[src/rtl/sram_arb_pkg.sv]
// Shared types and defaults for the two-path SRAM port arbiter.
package sram_arb_pkg;

  localparam int DEF_ADDR_W  = 32;
  localparam int DEF_DATA_W  = 32;
  localparam int DEF_TIMEOUT = 64;

  typedef enum logic [1:0] {
    IDLE    = 2'd0,
    WR_BUSY = 2'd1,
    RD_BUSY = 2'd2,
    DONE    = 2'd3
  } arb_state_t;

  typedef enum logic {
    GNT_WR = 1'b0,
    GNT_RD = 1'b1
  } arb_grant_t;

  function automatic arb_grant_t other_side(input arb_grant_t g);
    return (g == GNT_WR) ? GNT_RD : GNT_WR;
  endfunction

endpackage

[src/rtl/sram_arb_rr2.sv]
// Two-input round-robin picker; the pointer names the side that wins a tie.
module sram_arb_rr2
  import sram_arb_pkg::*;
(
  input  logic       clk,
  input  logic       rst_n,
  input  logic       req_wr_i,
  input  logic       req_rd_i,
  input  logic       upd_i,
  input  arb_grant_t done_side_i,
  output logic       gnt_valid_o,
  output arb_grant_t gnt_o
);

  arb_grant_t ptr_q, ptr_d;

  always_comb begin
    ptr_d = ptr_q;
    if (upd_i) ptr_d = other_side(done_side_i);
  end

  always_ff @(posedge clk or negedge rst_n) begin
    if (!rst_n) ptr_q <= GNT_WR;
    else        ptr_q <= ptr_d;
  end

  always_comb begin
    gnt_valid_o = req_wr_i | req_rd_i;
    gnt_o       = ptr_q;
    if (req_wr_i && !req_rd_i)      gnt_o = GNT_WR;
    else if (!req_wr_i && req_rd_i) gnt_o = GNT_RD;
  end

endmodule

[src/rtl/sram_port_arbiter.sv]
// Shares one single-port SRAM between a write path and a read path, with
// round-robin on ties and a done-timeout watchdog.
module sram_port_arbiter
  import sram_arb_pkg::*;
#(
  parameter int ADDR_W         = DEF_ADDR_W,
  parameter int DATA_W         = DEF_DATA_W,
  parameter int TIMEOUT_CYCLES = DEF_TIMEOUT
) (
  input  logic              clk,
  input  logic              rst_n,
  input  logic              wr_req,
  input  logic [ADDR_W-1:0] wr_addr,
  input  logic [DATA_W-1:0] wr_data,
  output logic              wr_ack,
  output logic              wr_err,
  input  logic              rd_req,
  input  logic [ADDR_W-1:0] rd_addr,
  output logic              rd_ack,
  output logic [DATA_W-1:0] rd_data,
  output logic              rd_err,
  output logic [ADDR_W-1:0] sram_addr,
  output logic [DATA_W-1:0] sram_data_in,
  output logic              wr_en,
  output logic              rd_en,
  input  logic [DATA_W-1:0] sram_data_out,
  input  logic              sram_write_done,
  input  logic              sram_read_done,
  output arb_state_t        dbg_state_o
);

  // cnt_q holds the number of busy cycles already elapsed before the current one.
  localparam int CNT_W = (TIMEOUT_CYCLES > 1) ? $clog2(TIMEOUT_CYCLES) : 1;
  localparam logic [CNT_W-1:0] CNT_LAST =
    CNT_W'((TIMEOUT_CYCLES > 0) ? TIMEOUT_CYCLES - 1 : 0);

  arb_state_t        state_q, state_d;
  logic [CNT_W-1:0]  cnt_q, cnt_d;
  logic [ADDR_W-1:0] addr_q, addr_d;
  logic [DATA_W-1:0] wdata_q, wdata_d, rd_data_q, rd_data_d;
  logic              wr_en_q, wr_en_d, rd_en_q, rd_en_d;
  logic              wr_ack_q, wr_ack_d, wr_err_q, wr_err_d;
  logic              rd_ack_q, rd_ack_d, rd_err_q, rd_err_d;
  logic              gnt_valid, timeout_hit;
  arb_grant_t        gnt;

  sram_arb_rr2 u_rr (
    .clk        (clk),
    .rst_n      (rst_n),
    .req_wr_i   (wr_req),
    .req_rd_i   (rd_req),
    .upd_i      (state_q == DONE),
    .done_side_i(wr_ack_q ? GNT_WR : GNT_RD),
    .gnt_valid_o(gnt_valid),
    .gnt_o      (gnt)
  );

  assign timeout_hit = (TIMEOUT_CYCLES != 0) && (cnt_q == CNT_LAST);

  always_comb begin
    state_d   = state_q;
    cnt_d     = cnt_q;
    addr_d    = addr_q;
    wdata_d   = wdata_q;
    rd_data_d = rd_data_q;
    wr_en_d   = wr_en_q;
    rd_en_d   = rd_en_q;
    wr_ack_d  = 1'b0;
    wr_err_d  = 1'b0;
    rd_ack_d  = 1'b0;
    rd_err_d  = 1'b0;
    case (state_q)
      IDLE: begin
        if (gnt_valid) begin
          cnt_d = '0;
          if (gnt == GNT_WR) begin
            addr_d  = wr_addr;
            wdata_d = wr_data;
            wr_en_d = 1'b1;
            state_d = WR_BUSY;
          end else begin
            addr_d  = rd_addr;
            rd_en_d = 1'b1;
            state_d = RD_BUSY;
          end
        end
      end
      WR_BUSY: begin
        cnt_d = cnt_q + 1'b1;
        // A done on the timeout cycle still counts as a clean completion.
        if (sram_write_done || timeout_hit) begin
          wr_en_d  = 1'b0;
          wr_ack_d = 1'b1;
          wr_err_d = ~sram_write_done;
          state_d  = DONE;
        end
      end
      RD_BUSY: begin
        cnt_d = cnt_q + 1'b1;
        if (sram_read_done || timeout_hit) begin
          rd_en_d   = 1'b0;
          rd_ack_d  = 1'b1;
          rd_err_d  = ~sram_read_done;
          rd_data_d = sram_read_done ? sram_data_out : '0;
          state_d   = DONE;
        end
      end
      DONE:    state_d = IDLE;
      default: state_d = IDLE;
    endcase
  end

  always_ff @(posedge clk or negedge rst_n) begin
    if (!rst_n) begin
      state_q   <= IDLE;
      cnt_q     <= '0;
      addr_q    <= '0;
      wdata_q   <= '0;
      rd_data_q <= '0;
      wr_en_q   <= 1'b0;
      rd_en_q   <= 1'b0;
      wr_ack_q  <= 1'b0;
      wr_err_q  <= 1'b0;
      rd_ack_q  <= 1'b0;
      rd_err_q  <= 1'b0;
    end else begin
      state_q   <= state_d;
      cnt_q     <= cnt_d;
      addr_q    <= addr_d;
      wdata_q   <= wdata_d;
      rd_data_q <= rd_data_d;
      wr_en_q   <= wr_en_d;
      rd_en_q   <= rd_en_d;
      wr_ack_q  <= wr_ack_d;
      wr_err_q  <= wr_err_d;
      rd_ack_q  <= rd_ack_d;
      rd_err_q  <= rd_err_d;
    end
  end

  assign sram_addr    = addr_q;
  assign sram_data_in = wdata_q;
  assign wr_en        = wr_en_q;
  assign rd_en        = rd_en_q;
  assign wr_ack       = wr_ack_q;
  assign wr_err       = wr_err_q;
  assign rd_ack       = rd_ack_q;
  assign rd_err       = rd_err_q;
  assign rd_data      = rd_data_q;
  assign dbg_state_o  = state_q;

endmodule

[config.mk]
export PLATFORM = sky130hd
export DESIGN_NAME = sram_port_arbiter
export DESIGN_NICKNAME = d
export VERILOG_FILES = /design/src/rtl/sram_arb_pkg.sv /design/src/rtl/sram_arb_rr2.sv /design/src/rtl/sram_port_arbiter.sv
export SDC_FILE = /design/constraint.sdc
export NUM_CORES = 1
export LEC_CHECK = 0
export CORE_ASPECT_RATIO = 1.5
export CORE_MARGIN = 10
export CORE_UTILIZATION = 40
export DETAILED_ROUTE_END_ITERATION = 8
export PLACE_DENSITY = 0.89
export SLEW_MARGIN = 20
export SYNTH_ARGS = -nofsm -noshare
export SYNTH_HDL_FRONTEND = slang
export SYNTH_SLANG_ARGS = --single-unit
[constraint.sdc]
create_clock -name clk -period 2.5 [get_ports clk]
set_clock_uncertainty 0.1 [all_clocks]
set_input_delay 0.5 -clock clk [delete_from_list [all_inputs] [get_ports clk]]
set_output_delay 0.5 -clock clk [all_outputs]
set_load 0.05 [all_outputs]
=== Word-level counts from Yosys, hierarchy flattened ===
Index checks and enable logic that the tools add are counted.

* Reduce and logical (&&, ||, !) cells: 18
* Add/subtract/negate cells: 1
* Bitwise operators: 4
* Multiplexer cells: 28
* Equality and inequality tests: 9

{| class="wikitable"
|+ Operators with widths
! operator !! number
|-
| two-way mux 32 bit || 2
|-
| two-way mux 1 bit || 17
|-
| one-hot mux 6 bit (2 select lines) || 1
|-
| inequality test 2 bit, second input constant || 5
|-
| two-way mux 2 bit || 4
|-
| one-hot mux 2 bit (4 select lines) || 1
|-
| AND reduction 4 bit || 2
|-
| adder 6 x 1 -> 6 bit, second input constant || 1
|-
| == test 6 bit, second input constant || 1
|-
| two-way mux 6 bit || 1
|-
| AND reduction 2 bit || 3
|-
| AND reduction 3 bit || 2
|-
| nonzero test 2 bit || 3
|-
| == test 2 bit, second input constant || 2
|-
| one-hot mux 1 bit (2 select lines) || 2
|-
| inverter 1 bit || 3
|-
| == test 2 x 1 -> 1 bit, second input constant || 1
|-
| logical AND 1 bit || 2
|-
| logical NOT 1 bit || 2
|-
| logical NOT 2 bit || 1
|-
| logical OR 1 bit || 2
|-
| OR reduction 2 bit || 1
|-
| OR 1 bit || 1
|}

* Input bits: 134
* Logic and storage cells: 72
* Output and inout bits: 104
* Flip-flop bits (word level): 111

=== Longest topological paths before layout ===
Gate-level depths: netlist (run 1).

* Word-level depth: 7
* Mapped depth: 8
* Mapped depth without buffers: 6

=== Cells and area by module ===
A second synthesis (run 1) with hierarchy kept.

* Cells, all modules: 437
* Area, all modules: 4842.1 µm²

{| class="wikitable"
|+ By module, submodules not included
! module !! area an instance (µm²) !! seq. area each (µm²) !! cells an instance !! times used
|-
| sram_port_arbiter || 4782.1 || 2752.6 || 431 || 1
|-
| sram_arb_rr2 || 60.1 || 25.0 || 6 || 1
|}

=== Worst setup path before layout (run 1) ===
Ideal clock, no wire load.

* Kind: register to register
* Start point: reg state_q[0], in the netlist dbg_state_o[0]
* End point: reg addr_q[1], in the netlist sram_addr[1]
* Stages on the path, launching flop included: 9
* Path buffers: 3
* Arrival time: 1.921 ns
* Clock period less this slack: 2.103 ns
* Setup slack: 0.397 ns
* Library setup time: 0.083 ns
* Required time: 2.317 ns
* Cell sequence: dfrtp_1 > inv_1 > ha_1 > buf_2 > o21ai_0 > clkbuf_1 > clkbuf_1 > nand2_1 > o21ai_0

* Word-level cells in the longest chain between the ends: 2

{| class="wikitable"
|+ Ends and longest elaborated chain
! what !! line !! text
|-
| start: declaration || sram_port_arbiter.sv:37 || <nowiki>arb_state_t state_q, state_d;</nowiki>
|-
| start signal: assignment || sram_port_arbiter.sv:127 || <nowiki>state_q <= state_d;</nowiki>
|-
| logical NOT 2 bit || sram_port_arbiter.sv:72 || <nowiki>case (state_q)</nowiki>
|-
| AND reduction 2 bit (no line) || -- ||
|-
| end signal: assignment || sram_port_arbiter.sv:129 || <nowiki>addr_q <= addr_d;</nowiki>
|-
| end: declaration || sram_port_arbiter.sv:39 || <nowiki>logic [ADDR_W-1:0] addr_q, addr_d;</nowiki>
|}

No other way between the ends.
A chain may end at the register's enable or synchronous reset.

=== Worst setup path after layout (run 1) ===
* Start point: reg state_q[0], in the netlist dbg_state_o[0]
* End point: out dbg_state_o[0]

{| class="wikitable"
|+ RTL lines
! what !! line !! text
|-
| end: declaration || sram_port_arbiter.sv:29 || <nowiki>output arb_state_t dbg_state_o</nowiki>
|}

No word-level cell between the ends.

==> flow_summary.ini, run 1 <==
[clock_tree]
htreeDepth = 3
cts_setup_buffers = 0
numCtsBuffers = 9
path_clk_slew_ps = 70
insertion_delay_ps = 340
ctsHoldBuffers = 0
post_cts_resized = 0
cts.root.buffer_cell = clkbuf_16
cts_tree = done
cts_sinks = 111
cts_buffer_depth = 2

[setup_path]
cp.depth = 1
worst_r2r_path_depth = 7
crit_slowest_cell = clkdlybuf4s50_1
cp_top_family = buffers and inverters
crit_type = flip-flop to output pin
critPathBufInv = 1
regToRegSetupSlack_ps = 550
cp-end-kind = output pin
critPathArrivalTime_ps = 1680
crit_path_max_fanout = 5
critPathRequiredTime_ps = 1900
r2r_end = cnt_q[5]
r2r_start = dbg_state_o[0]
slowest_delay_ps = 890
crit_chain = clkdlybuf4s50_1
critPathLaunchType = flip-flop

[synth]
yosys_warnings = 0
syn_area_mm2 = 0.00456
synth_top_area_share_pct = 61.0
async_flop_share_pct = 100
yosys.area.top_type = dfrtp_1
ys_types = 32
synth_ff_type = dfrtp_1
synthesis.nets = 495
synth_area_leaders = dfrtp_1 (61%), mux2_2 (8.9%), mux2i_1 (7.2%)
ys_seq_area_share_pct = 61.0
synthCells = 356
synth_edf_count = 0
ys_ff_latch = 111
avgSynthCellArea_um2 = 12.8

[outcome]
status = complete, no violations

[route]
drc = 0
drt-met1-wl_um = 5150
drt-initial-drc-count = 90
wirelength_um = 14100
vias_per_cell = 4.96
via_count = 3688
met2WireLength_um = 7470
drtAntennaViolNets = 0
routedWlPerCell_um = 19.0
wl_met3_um = 1240
drtPass1Iterations = 4
top_layer_used = met4

[global_routing]
grt_pass1_wl_um = 22000
gr-usage-all-layers_pct = 17.2
antenna_found_initial = 0
grt_max_degree = 66
grt_pass1_vias = 4105
grt_overflow = 0

[placed_design]
placed_cells = 729
io_buffers = 237
place.gp.congestion = 0.766
hpwl_um = 11100

[sta]
rsz0062_at_grt = no
worstMarginPinSlew_ps = 568
slew_viol_final = 0
hold_viol_final = 0
max_slew_margin_pct = 62.0
period_minus_slack_ps = 2280
fmax_mhz = 438
period_share_pct = 91.3
setup_viol = 0
whs_ps = 43.3
fin_setup_tns_ps = 0

[floorplanning]
start_util_pct = 41.0
num_rows = 47
chipWidth_um = 107
die_y_um = 151
ios = 238
fp.dieArea_mm2 = 0.0161
core_mm2 = 0.0111

[layout]
area_delta_synth_final_pct = 63.5
drive_gt1_share_pct = 11.1
diodes = 0
nNetsFinal = 732
utilization_pct = 67.0
fin_cells = 743

[pwr]
p_leak_uw = 0.00324
ir_worst_vdd_v = 0.000731
power.density_mw_per_mm2 = 1500
sw_frac_of_total_pct = 47.0
clockPowerShare_pct = 13.4
power_frac_seq_pct = 28.1
intPower_uw = 5930
p_switching_uw = 5260
combPwrFrac_pct = 58.5

[min_path]
hold_class = input pin to asynchronous set/reset pin

[flow_run]
cap_viol_max_count = 0
-- power groups by stage --
stage	clock network [uW]	registers, uW	logic, uW
global route	1610	3250	6870
detailed placement	0	3170	6600
finish	1500	3140	6540
global placement	0	3100	6480
floorplan	0	5850	1500
CTS	1540	3150	6630
-- cells by family (layout without fill, tap and decap cells) --
| group | count (synthesis) | after routing | synth area share, % |
|---|---|---|---|
| buf+inv | 29 | 269 | 2.83 |
| flops | 111 | 111 | 61.0 |
| mux | 69 | 69 | 16.1 |
| fa+ha+maj | 6 | 6 | 1.62 |
| xor+xnor | 4 | 4 | 0.769 |
| compound gates | 78 | 78 | 11.9 |
| simple gates | 59 | 59 | 5.82 |
-- state kept, by name, indices dropped and copies added (netlist names) --
name and flops:
cnt_q 6, dbg_state_o 2, rd_ack 1, rd_data 32, rd_en 1, rd_err 1
sram_addr 32, sram_data_in 32, u_rr.ptr_q 1, wr_ack 1, wr_en 1, wr_err 1
-- cells in the final DEF, fill, tap and decap left out, types with 2 or more instances in the layout --
| cell type | synthesis | final |
|---|---|---|
| nand2b_1 | 2 | 2 |
| a21oi_1 | 2 | 2 |
| clkdlybuf4s50_1 | 0 | 236 |
| a22o_1 | 32 | 32 |
| dfrtp_1 | 111 | 111 |
| nor2_1 | 8 | 8 |
| bufinv_16 | 0 | 2 |
| mux2i_1 | 33 | 33 |
| nor3b_1 | 2 | 2 |
| o21ai_0 | 35 | 34 |
| o31ai_1 | 2 | 2 |
| buf_4 | 0 | 9 |
| nand3_1 | 4 | 4 |
| ha_1 | 5 | 5 |
| and3_1 | 2 | 2 |
| buf_12 | 0 | 3 |
| o2bb2ai_1 | 2 | 2 |
| mux2_2 | 36 | 36 |
| xnor2_1 | 4 | 4 |
| nor3_1 | 2 | 2 |
| inv_1 | 6 | 6 |
| nand2_1 | 35 | 35 |
| clkbuf_16 | 0 | 9 |
-- worst max path at each step --
stage	slack, ps	endpoint	startpoint
after CTS	190	dbg_state_o[0]	dbg_state_o[0]
after detailed placement	170	dbg_state_o[0]	wr_req
after floorplan	400	sram_addr[1]	dbg_state_o[0]
after global placement	190	dbg_state_o[0]	wr_req
after global routing	130	dbg_state_o[0]	dbg_state_o[0]
final	220	dbg_state_o[0]	dbg_state_o[0]
-- cells in the mapped netlist, drive strengths merged, types with 3 or more instances --
master,instances
inv,7
dfrtp,111
mux2,36
nor2,8
xnor2,4
nand3,4
nor3b,3
mux2i,33
ha,5
a22o,32
o21ai,35
buf,11
clkbuf,11
nand2,35
-- metal layers --
metal / vias to the layer above / GRT usage (%)
met3: 16 / 6.25
met1: 1771 / 18.0
met2: 156 / 31.0
met4: 0 / 5.84
met5: - / 0
li1: 1745 / -
-- per-stage QoR --
stage	setup slack, ps	instance area, um^2	total power [uW]
floorplan	397	4560	7350
global placement	194	7140	9570
detailed placement	171	7140	9770
CTS	187	7450	11300
global route	132	7450	11700
finish	219	7450	11200
-- final cells by class --
type	count	area (um^2)
fill	799	3660
sequential	111	2780
timing repair buffer	248	2490
multi-input combinational	216	1660
clock buffer	11	243
tap	147	184
clock inverter	3	68.8
inverter	7	26.3
No activity file was read; power rests on OpenSTA's default activity.
==> inputs of run 2 (changes only) <==
==> constraint.sdc (replaced) <==
create_clock -name clk -period 2.5 [get_ports clk]
set_clock_uncertainty 0.1 [all_clocks]
set_input_delay 0.25 -clock clk [delete_from_list [all_inputs] [get_ports clk]]
set_output_delay 0.25 -clock clk [all_outputs]
set_load 0.05 [all_outputs]
==> run 2 against run 1 <==
  * Count of clock-buffer cells in the layout did not move
  * Highest routed layer unchanged
  * Largest power group unchanged
  * First-iteration DRC count fell by 12%
  * Power fell by 1.8%
  * Cell count did not move
  * Hold slack improved by 240 ps
==> flow_summary.ini, run 2 (synthesized netlist as in run 1, its figures left out) <==
[clock_tree]
insertion_delay_ps = 330
cts_sinks = 111
path_clk_slew_ps = 70
cts.root.buffer_cell = clkbuf_16
cts_buffer_depth = 2
htreeDepth = 3
numCtsBuffers = 9
cts_tree = done
cts_setup_buffers = 0

[layout]
layout_commonest_cell = clkdlybuf4s50_1
seq_area_mm2 = 0.00278
n_fill_cell = 832
area_delta_synth_final_pct = 62.4
final_area_mm2 = 0.00740
nNetsFinal = 730
diodes = 0
multi_input_area_mm2 = 0.00166
utilization_pct = 66.6
drive_gt1_share_pct = 10.9
layout_common_cells = clkdlybuf4s50_1 (236), dfrtp_1 (111), mux2_2 (36)
fin_cells = 743

[setup_path]
critPathArrivalTime_ps = 1660
worst_r2r_path_depth = 6
critPathRequiredTime_ps = 2150
crit_path_max_fanout = 5
crit_chain = clkdlybuf4s50_1
crit_type = flip-flop to output pin
cp-end-kind = output pin
crit_slowest_cell = clkdlybuf4s50_1
slowest_delay_ps = 890
critPathLaunchType = flip-flop
critPathBufInv = 1
regToRegSetupSlack_ps = 630
r2r_end = rd_data[26]
startpoint = dbg_state_o[0]
cp_top_family = buffers and inverters
r2r_start = dbg_state_o[0]

[global_routing]
grt_max_degree = 56
grt_pass1_vias = 4056
gr-usage-all-layers_pct = 16.6
grt_pass1_wl_um = 21400
antenna_found_initial = 0
grt_overflow = 0

[route]
vias_per_cell = 4.95
drc = 0
routedWlPerCell_um = 18.6
via_count = 3676
wirelength_um = 13800
drt-initial-drc-count = 79
drtAntennaViolNets = 0
drtPass1Iterations = 4

[floorplanning]
ios = 238
fp.dieArea_mm2 = 0.0161
num_rows = 47
chipWidth_um = 107
start_util_pct = 41.0
die_y_um = 151
core_mm2 = 0.0111

[sta]
rsz0062_at_grt = no
setup_viol = 0
hold_viol_final = 0
slew_viol_final = 0
fin_setup_tns_ps = 0
whs_ps = 280
period_minus_slack_ps = 2010
worstMarginPinSlew_ps = 575
fmax_mhz = 497
max_slew_margin_pct = 61.6
period_share_pct = 80.4

[placed_design]
io_buffers = 237
placed_cells = 726
place.gp.congestion = 0.773
dpl_cell_area_mm2 = 0.00712
hpwl_um = 11000

[outcome]
status = complete, no violations

[pwr]
p_leak_uw = 0.00322
ir_worst_vdd_v = 0.000721
power.density_mw_per_mm2 = 1480

[flow_run]
cap_viol_max_count = 0

[min_path]
hold_class = input pin to asynchronous set/reset pin
[run 2: changes by cell type in the layout (fill, tap and decap cells not counted), sizes merged]
cell         delta
buf             -3
bufinv          -2
clkinv          +3
dlygate4sd3     +1
inv             +1
[run 2: report_power, final]
part           switching, uW  total [uW]  internal, uW
Combinational           4160        6540          2380
Clock                    620        1320           704
Sequential               480        3120          2640
Total                   5260       11000          5730
[run 2: cell type report]
type / count / share of cell area (%)
Inverter: 7 / 0.355
Multi-Input combinational cell: 216 / 22.4
Tap cell: 147 / 2.48
Clock buffer: 11 / 3.28
Timing Repair Buffer: 246 / 33.5
Sequential cell: 111 / 37.5
Clock inverter: 5 / 0.439
[run 2: worst max path at each step]
stage                     endpoint  slack (ps)  depth (start not counted)
finish              dbg_state_o[0]         490                          1
global route        dbg_state_o[0]         400                          1
CTS                 dbg_state_o[0]         450                          1
detailed placement  dbg_state_o[0]         220                          5
global placement    dbg_state_o[0]         290                          5
floorplan             sram_addr[1]         400                          8
[run 2: what timing repair did]
| item | 4_1_cts | 5_1_grt |
|---|---|---|
| hold buffers | 1 | 0 |
| hold endpoints to repair | 28 | 0 |
| gates resized for setup | 0 | 0 |
[run 2: per-stage QoR]
stage / power, uW / setup slack, ps
after floorplan: 7350 / 397
after global routing: 11500 / 395
after CTS: 11100 / 452
final: 11000 / 489
after detailed placement: 9750 / 216
after global placement: 9570 / 288
[run 2: per-layer routing]
metal,GRT usage [%],vias up,share of wire (%)
met3,6.63,12,8.9
met1,17.3,1762,36
met4,4.28,0,1.4
met5,0,-,0
met2,30.2,170,54
li1,-,1732,-
